### src/rtl/count_leading_zeros64.sv
// Registered 64-bit count-leading-zeros unit.
// Nibble encoders feed a log-depth merge tree ahead of one output register.
module count_leading_zeros64 (
  input  logic        i_CLK,
  input  logic        i_RST,
  input  logic        i_VALID,
  input  logic [63:0] i_WORD,
  output logic        o_VALID,
  output logic [6:0]  o_COUNT,
  output logic        o_ZERO
);

  logic [1:0] w_c4  [16];
  logic       w_z4  [16];
  logic [2:0] w_c8  [8];
  logic       w_z8  [8];
  logic [3:0] w_c16 [4];
  logic       w_z16 [4];
  logic [4:0] w_c32 [2];
  logic       w_z32 [2];
  logic [5:0] w_c64;
  logic       w_z64;
  logic [6:0] w_count;

  logic       r_valid;
  logic [6:0] r_count;
  logic       r_zero;

  // Nibble i covers bits 4i+3..4i; an all-zero nibble reports count 3.
  for (genvar i = 0; i < 16; i++) begin : g_l4
    logic [3:0] w_n;
    assign w_n      = i_WORD[4*i +: 4];
    assign w_z4[i]  = ~|w_n;
    assign w_c4[i]  = {~w_n[3] & ~w_n[2],
                       ~w_n[3] & (w_n[2] | ~w_n[1])};
  end

  for (genvar i = 0; i < 8; i++) begin : g_l8
    assign w_z8[i] = w_z4[2*i+1] & w_z4[2*i];
    assign w_c8[i] = w_z4[2*i+1] ? {1'b1, w_c4[2*i]}
                                 : {1'b0, w_c4[2*i+1]};
  end

  for (genvar i = 0; i < 4; i++) begin : g_l16
    assign w_z16[i] = w_z8[2*i+1] & w_z8[2*i];
    assign w_c16[i] = w_z8[2*i+1] ? {1'b1, w_c8[2*i]}
                                  : {1'b0, w_c8[2*i+1]};
  end

  for (genvar i = 0; i < 2; i++) begin : g_l32
    assign w_z32[i] = w_z16[2*i+1] & w_z16[2*i];
    assign w_c32[i] = w_z16[2*i+1] ? {1'b1, w_c16[2*i]}
                                   : {1'b0, w_c16[2*i+1]};
  end

  assign w_z64 = w_z32[1] & w_z32[0];
  assign w_c64 = w_z32[1] ? {1'b1, w_c32[0]}
                          : {1'b0, w_c32[1]};

  // The tree saturates at 63 for an all-zero word; remap that to 64.
  assign w_count = {w_z64, w_z64 ? 6'd0 : w_c64};

  always_ff @(posedge i_CLK) begin
    if (i_RST) begin
      r_valid <= 1'b0;
      r_count <= 7'd0;
      r_zero  <= 1'b0;
    end else begin
      r_valid <= i_VALID;
      if (i_VALID) begin
        r_count <= w_count;
        r_zero  <= w_z64;
      end
    end
  end

  assign o_VALID = r_valid;
  assign o_COUNT = r_count;
  assign o_ZERO  = r_zero;

endmodule

### config.mk
export PLATFORM = sky130hd
export DESIGN_NAME = count_leading_zeros64
export DESIGN_NICKNAME = d
export VERILOG_FILES = /design/src/rtl/count_leading_zeros64.sv
export SDC_FILE = /design/constraint.sdc
export NUM_CORES = 1
export LEC_CHECK = 0
export CAP_MARGIN = 20
export CORE_AREA = 4 4 59 61
export CTS_CLUSTER_DIAMETER = 200
export CTS_CLUSTER_SIZE = 25
export DETAILED_ROUTE_END_ITERATION = 10
export DIE_AREA = 0 0 63 65
export PLACE_DENSITY_LB_ADDON = 0.08
export SETUP_SLACK_MARGIN = 0.1
export SKIP_LAST_GASP = 1
export SLEW_MARGIN = 10
export SYNTH_ARGS = -nofsm -noshare
export SYNTH_HDL_FRONTEND = slang
export SYNTH_SLANG_ARGS = --single-unit
export TNS_END_PERCENT = 100
### constraint.sdc
create_clock -name i_CLK -period 4.76 [get_ports i_CLK]
set_input_delay 0.476 -clock i_CLK [delete_from_list [all_inputs] [get_ports i_CLK]]
set_output_delay 0.476 -clock i_CLK [all_outputs]
set_load 0.005 [all_outputs]
Yosys cells after proc, flatten, opt, wreduce, memory -nomap -nowiden --
Cells that the tools add are included.
Word-level totals: flip-flop bits (word level) 9, input port bits 67, output and inout port bits 9, logic and storage cells 162
Operators by class: muxes and demuxes 16, bitwise logic cells 111, reductions and logical operators 32
Operators by type and width (number):
- 4-bit OR reduction | 16
- 1-bit NOT | 48
- 1-bit bitwise AND | 47
- 3-bit 2-to-1 mux | 8
- 1-bit logical NOT | 16
- 4-bit 2-to-1 mux | 4
- 1-bit bitwise OR | 16
- 6-bit 2-to-1 mux | 2
- 5-bit 2-to-1 mux | 2

Depth between registers and ports, before layout --
depth in word-level cells 8, gate-level depth with buffers 7, gate-level depth less buffers 6

Worst setup path before layout --
Ideal clock, no wire load.
path type input -> register, from input i_WORD[57], to register r_count[4] (netlist: o_COUNT[4]), library setup time 0.133 ns, data arrival time 1.989 ns, required time 4.627 ns, slack 2.639 ns, stages on the path 7, buffers on the path 1, path through or4_4 -> nand2b_4 -> buf_6 -> or3_4 -> o21ai_4 -> or4_1 -> a21oi_1
On the way: longest elaborated chain between the ends 7, elaborated cells between the ends (all ways) 9, those cells by class mux: 3; bitwise: 4; reduce/logical: 2
RTL lines:
- start, declared | line 7 | input logic [63:0] i_WORD,
- 4-bit OR reduction * | line 33 | assign w_z4[i] = ~|w_n;
- 1-bit logical NOT * | line 33
- 1-bit bitwise AND * | line 39 | assign w_z8[i] = w_z4[2*i+1] & w_z4[2*i];
- 1-bit bitwise AND * | line 45 | assign w_z16[i] = w_z8[2*i+1] & w_z8[2*i];
- 5-bit 2-to-1 mux or 1-bit bitwise AND (tied branches) | line 52, 51
- 6-bit 2-to-1 mux or 1-bit bitwise AND (tied branches) | line 57, 56
- 6-bit 2-to-1 mux * | line 61 | assign w_count = {w_z64, w_z64 ? 6'd0 : w_c64};
- end signal, assigned | line 71 | r_count <= w_count;
- end, declared | line 26 | logic [6:0] r_count;
Mark *: on every way between the ends. The rest lies on a longest branch, timed or not. A chain may end at the register's enable or synchronous reset.

Final worst setup path --
from input i_WORD[21], to register r_count[0] (netlist: o_COUNT[0])
On the way: longest elaborated chain between the ends 8, elaborated cells between the ends (all ways) 14, those cells by class mux: 5; bitwise: 7; reduce/logical: 2
RTL lines:
- 1-bit NOT | line 35 | ~w_n[3] & (w_n[2] | ~w_n[1])};
- 1-bit bitwise OR | line 35
- 1-bit bitwise AND | line 35
- 3-bit 2-to-1 mux | line 40 | assign w_c8[i] = w_z4[2*i+1] ? {1'b1, w_c4[2*i]}
- 4-bit 2-to-1 mux | line 46 | assign w_c16[i] = w_z8[2*i+1] ? {1'b1, w_c8[2*i]}
- 5-bit 2-to-1 mux | line 52 | assign w_c32[i] = w_z16[2*i+1] ? {1'b1, w_c16[2*i]}
- 6-bit 2-to-1 mux | line 57 | assign w_c64 = w_z32[1] ? {1'b1, w_c32[0]}
- 6-bit 2-to-1 mux * | line 61
Marked as above.

==> flow_summary_export.csv <==
group,metric,value,unit
synthesis,proportion_of_netlist_area_held_by_the_largest_area_contributor,15.6,%
setup_path,worst-endpoint-arrival,2.56,ns
timing,hold_slack,0.466,ns
die,ioPinCount,76,
power,static-leakage-power,0.606,nW
power,power_frac_seq,31.3,%
finish,seqCellArea,160,um^2
synthesis,synth-main-ff-cell,"sky130_fd_sc_hd__dfxtp_1",
power,power-per-cell-area,124,nW/um^2
place,gp_congestion,0.831,
global_route,globalRouteOverflowTotal,0,
route,initialDrtViolationCount,43,
die,initial_utilization,34.4,%
power,power.clock.fraction,22.4,%
die,die_height,65,um
power,power.ir.vdd_worst,0.0760,mV
finish,combined_area_of_the_multi_input_logic_cells,801,um^2
timing,period_needed,2.42,ns
clock_network,cts_resized,0,
synthesis,yosys-top-cells-area,"sky130_fd_sc_hd__dfxtp_1, sky130_fd_sc_hd__nor4_1, sky130_fd_sc_hd__a21oi_1, sky130_fd_sc_hd__nor2_1, sky130_fd_sc_hd__o21ai_0",
setup_path,worstPathMaxFanout,4,
synthesis,yosys.cell_count.top_type,"sky130_fd_sc_hd__nor2_1",
clock_network,cts-root-to-sink-buffers,2,
clock_network,hold_buffers,0,
die,core_area,2980,um^2
finish,postLayoutCellArea,1810,um^2
setup_path,cp_data_required_time,4.90,ns
global_route,antenna_found_initial,0,
clock_network,clkSinkCount,8,
timing,rsz0062_at_grt,"false",
clock_network,htree_num_levels,1,
route,vias_per_cell,5.49,
global_route,grt_max_degree,12,
timing,worst_slack,2.34,ns
power,p_int,0.164,mW
synthesis,synth_area_leader_cell,"sky130_fd_sc_hd__dfxtp_1",
route,drt_pre_antenna_iters,4,
global_route,grt_first_pass_wirelength,6170,um
route,detail_route.wl_per_cell,13.9,um
setup_path,worstSetupPathType,"input port to flop",
flow_run,max_cap_violation_count,0,
timing,timing_hold_violations_final,0,
die,chipWidth,63,um
finish,design.final.nets,299,
synthesis,synth.top_cells.by_count,"sky130_fd_sc_hd__nor2_1, sky130_fd_sc_hd__a21oi_1, sky130_fd_sc_hd__nor4_1",
global_route,gr-usage-met1,18.0,%
clock_network,cts_tree,"yes",
clock_network,clkTransAtPathRegs,0.05,ns
global_route,globalRouteTotalUtil,18.0,%
setup_path,crit_chain,"clkdlybuf4s50_1, nor4_2, nand4_1, or3_1, nand2_1, a211oi_1, a221o_1",
timing,maxSlewHeadroom,66.4,%
timing,worst_clock_skew,0,ns
clock_network,insertion_delay,0.25,ns
route,routed-via-count,1444,
finish,drive_above_1_share,5.22,%
power,p_switching,0.0610,mW
clock_network,post-cts-setup-buffers,0,
synthesis,synth_area_per_cell,6.57,um^2
clock_network,cts_inserted_buffers,3,
timing,timing.final.max_slew_violations,0,
timing,fin_tns_setup,0,ns
synthesis,yosys_reg_bits,8,
synthesis,syn-cell-area,1020,um^2
timing,achievable-frequency,414,MHz
die,fp-row-count,20,
place,dpl_worst_slack,2.08,ns
place,detailedPlacementHpwl,3220,um
global_route,groute.layer.met2.usage,37.3,%
finish,layout.filler_cells,303,
finish,synthToLayoutAreaGrowth,76.9,%
run_status,status,"complete, no violations",
finish,antennaDiodeCount,0,
global_route,gr-usage-met3,4.51,%
setup_path,worst_path_max_delay_cell,"sky130_fd_sc_hd__or3_1",
worst_hold_path,hp-class,"flop to flop",
setup_path,setup.worst_path.end_class,"flop",
clock_network,cts.root.buffer_cell,"sky130_fd_sc_hd__clkbuf_4",
global_route,grt.busiest_layer,"met2",
timing,period_share,50.8,%
die,die_area,4100,um^2
route,route.final.wire_length,3660,um
global_route,grt_pass1_vias,1558,
place,detailed_place.area,1790,um^2
place,portBuffers,75,
synthesis,synth_edf_count,0,
synthesis,yosys_warns,0,
power,pwr-share-comb,46.3,%
synthesis,asyncSetResetFlopFracSynth,0,%
setup_path,critical_path.startpoint_type,"input port",
timing,setup_viol_count_final,0,
route,antenna_left,0,
route,post-route-drc-count,0,
power,total_power,0.225,mW
synthesis,netlist_instances,156,
timing,tightest_slew,0.499,ns
power,power.switching_fraction,27.2,%
setup_path,delay_of_the_slowest_cell_on_the_worst_path,0.50,ns
synthesis,synth.distinct_cells,38,
synthesis,postSynthNetCount,223,
synthesis,yosysSeqAreaShare,15.6,%
cells in the final DEF, fill, tap and decap left out, drive strengths merged, types with 2 or more instances in the layout:
cell type	instances
nor2b	7
clkbuf	3
nor3	10
nand3	2
nand2b	6
o31ai	5
a21oi	18
inv	10
or4	3
nand2	10
clkdlybuf4s50	75
nor4	17
or3	2
nor2	23
a211oi	4
o21ai	13
and2	2
dfxtp	8
nand4	2
worst max-delay path: cells and delay by family:
family          cells  cell delay, ns
buf+inv             1            0.46
simple gates        4            1.25
compound gates      2            0.37
power groups by stage:
stage / clock [mW] / combinational (mW) / sequential, mW
6_report: 0.0502 / 0.104 / 0.0703
3_3_place_gp: 0 / 0.101 / 0.0716
5_1_grt: 0.0561 / 0.113 / 0.0705
4_1_cts: 0.0533 / 0.104 / 0.0703
2_1_floorplan: 0 / 0.0272 / 0.0717
3_5_place_dp: 0 / 0.104 / 0.0717
layer usage:
metal | vias up | share of wire, %
met5 | - | 0
met1 | 639 | 39
li1 | 741 | -
met2 | 62 | 54
met3 | 2 | 6.6
met4 | 0 | 0.33
worst paths after layout:
kind / startpoint / end / slack, ns / cells past startpoint
worst max-delay path: i_WORD[21] / o_COUNT[0] / 2.34 / 7
worst min-delay path: o_COUNT[2] / o_COUNT[2] / 0.47 / 2
worst max register to register: o_COUNT[0] / o_COUNT[0] / 3.40 / 5
worst min register to register: o_COUNT[2] / o_COUNT[2] / 0.47 / 2
flip-flops by register name, indices dropped and copies added, names as in the netlist:
name     cells
o_COUNT      7
o_VALID      1
final cells by class:
| type | instances | share of cell area (%) |
|---|---|---|
| clock buffers | 3 | 1.24 |
| repair buffers | 75 | 41.4 |
| well taps | 33 | 2.28 |
| flip-flops and latches | 8 | 8.83 |
| multi-input cells | 134 | 44.2 |
| inverters | 10 | 2.07 |
cell families (layout without fill, tap and decap cells):
family                 Yosys count  count (layout)  synth area share (%)
AO/OA/AOI/OAI                   47              47                  29.1
AND/OR/NAND/NOR                 87              87                  49.1
buffers and inverters           14              88                  6.23
flip-flops                       8               8                  15.6
stage by stage:
step	util, %	std cells
3_3_place_gp	60.1	260
4_1_cts	60.9	263
6_report	60.9	263
3_5_place_dp	60.1	260
2_1_floorplan	-	156
5_1_grt	60.9	263
(Power assumes the default switching activity.)
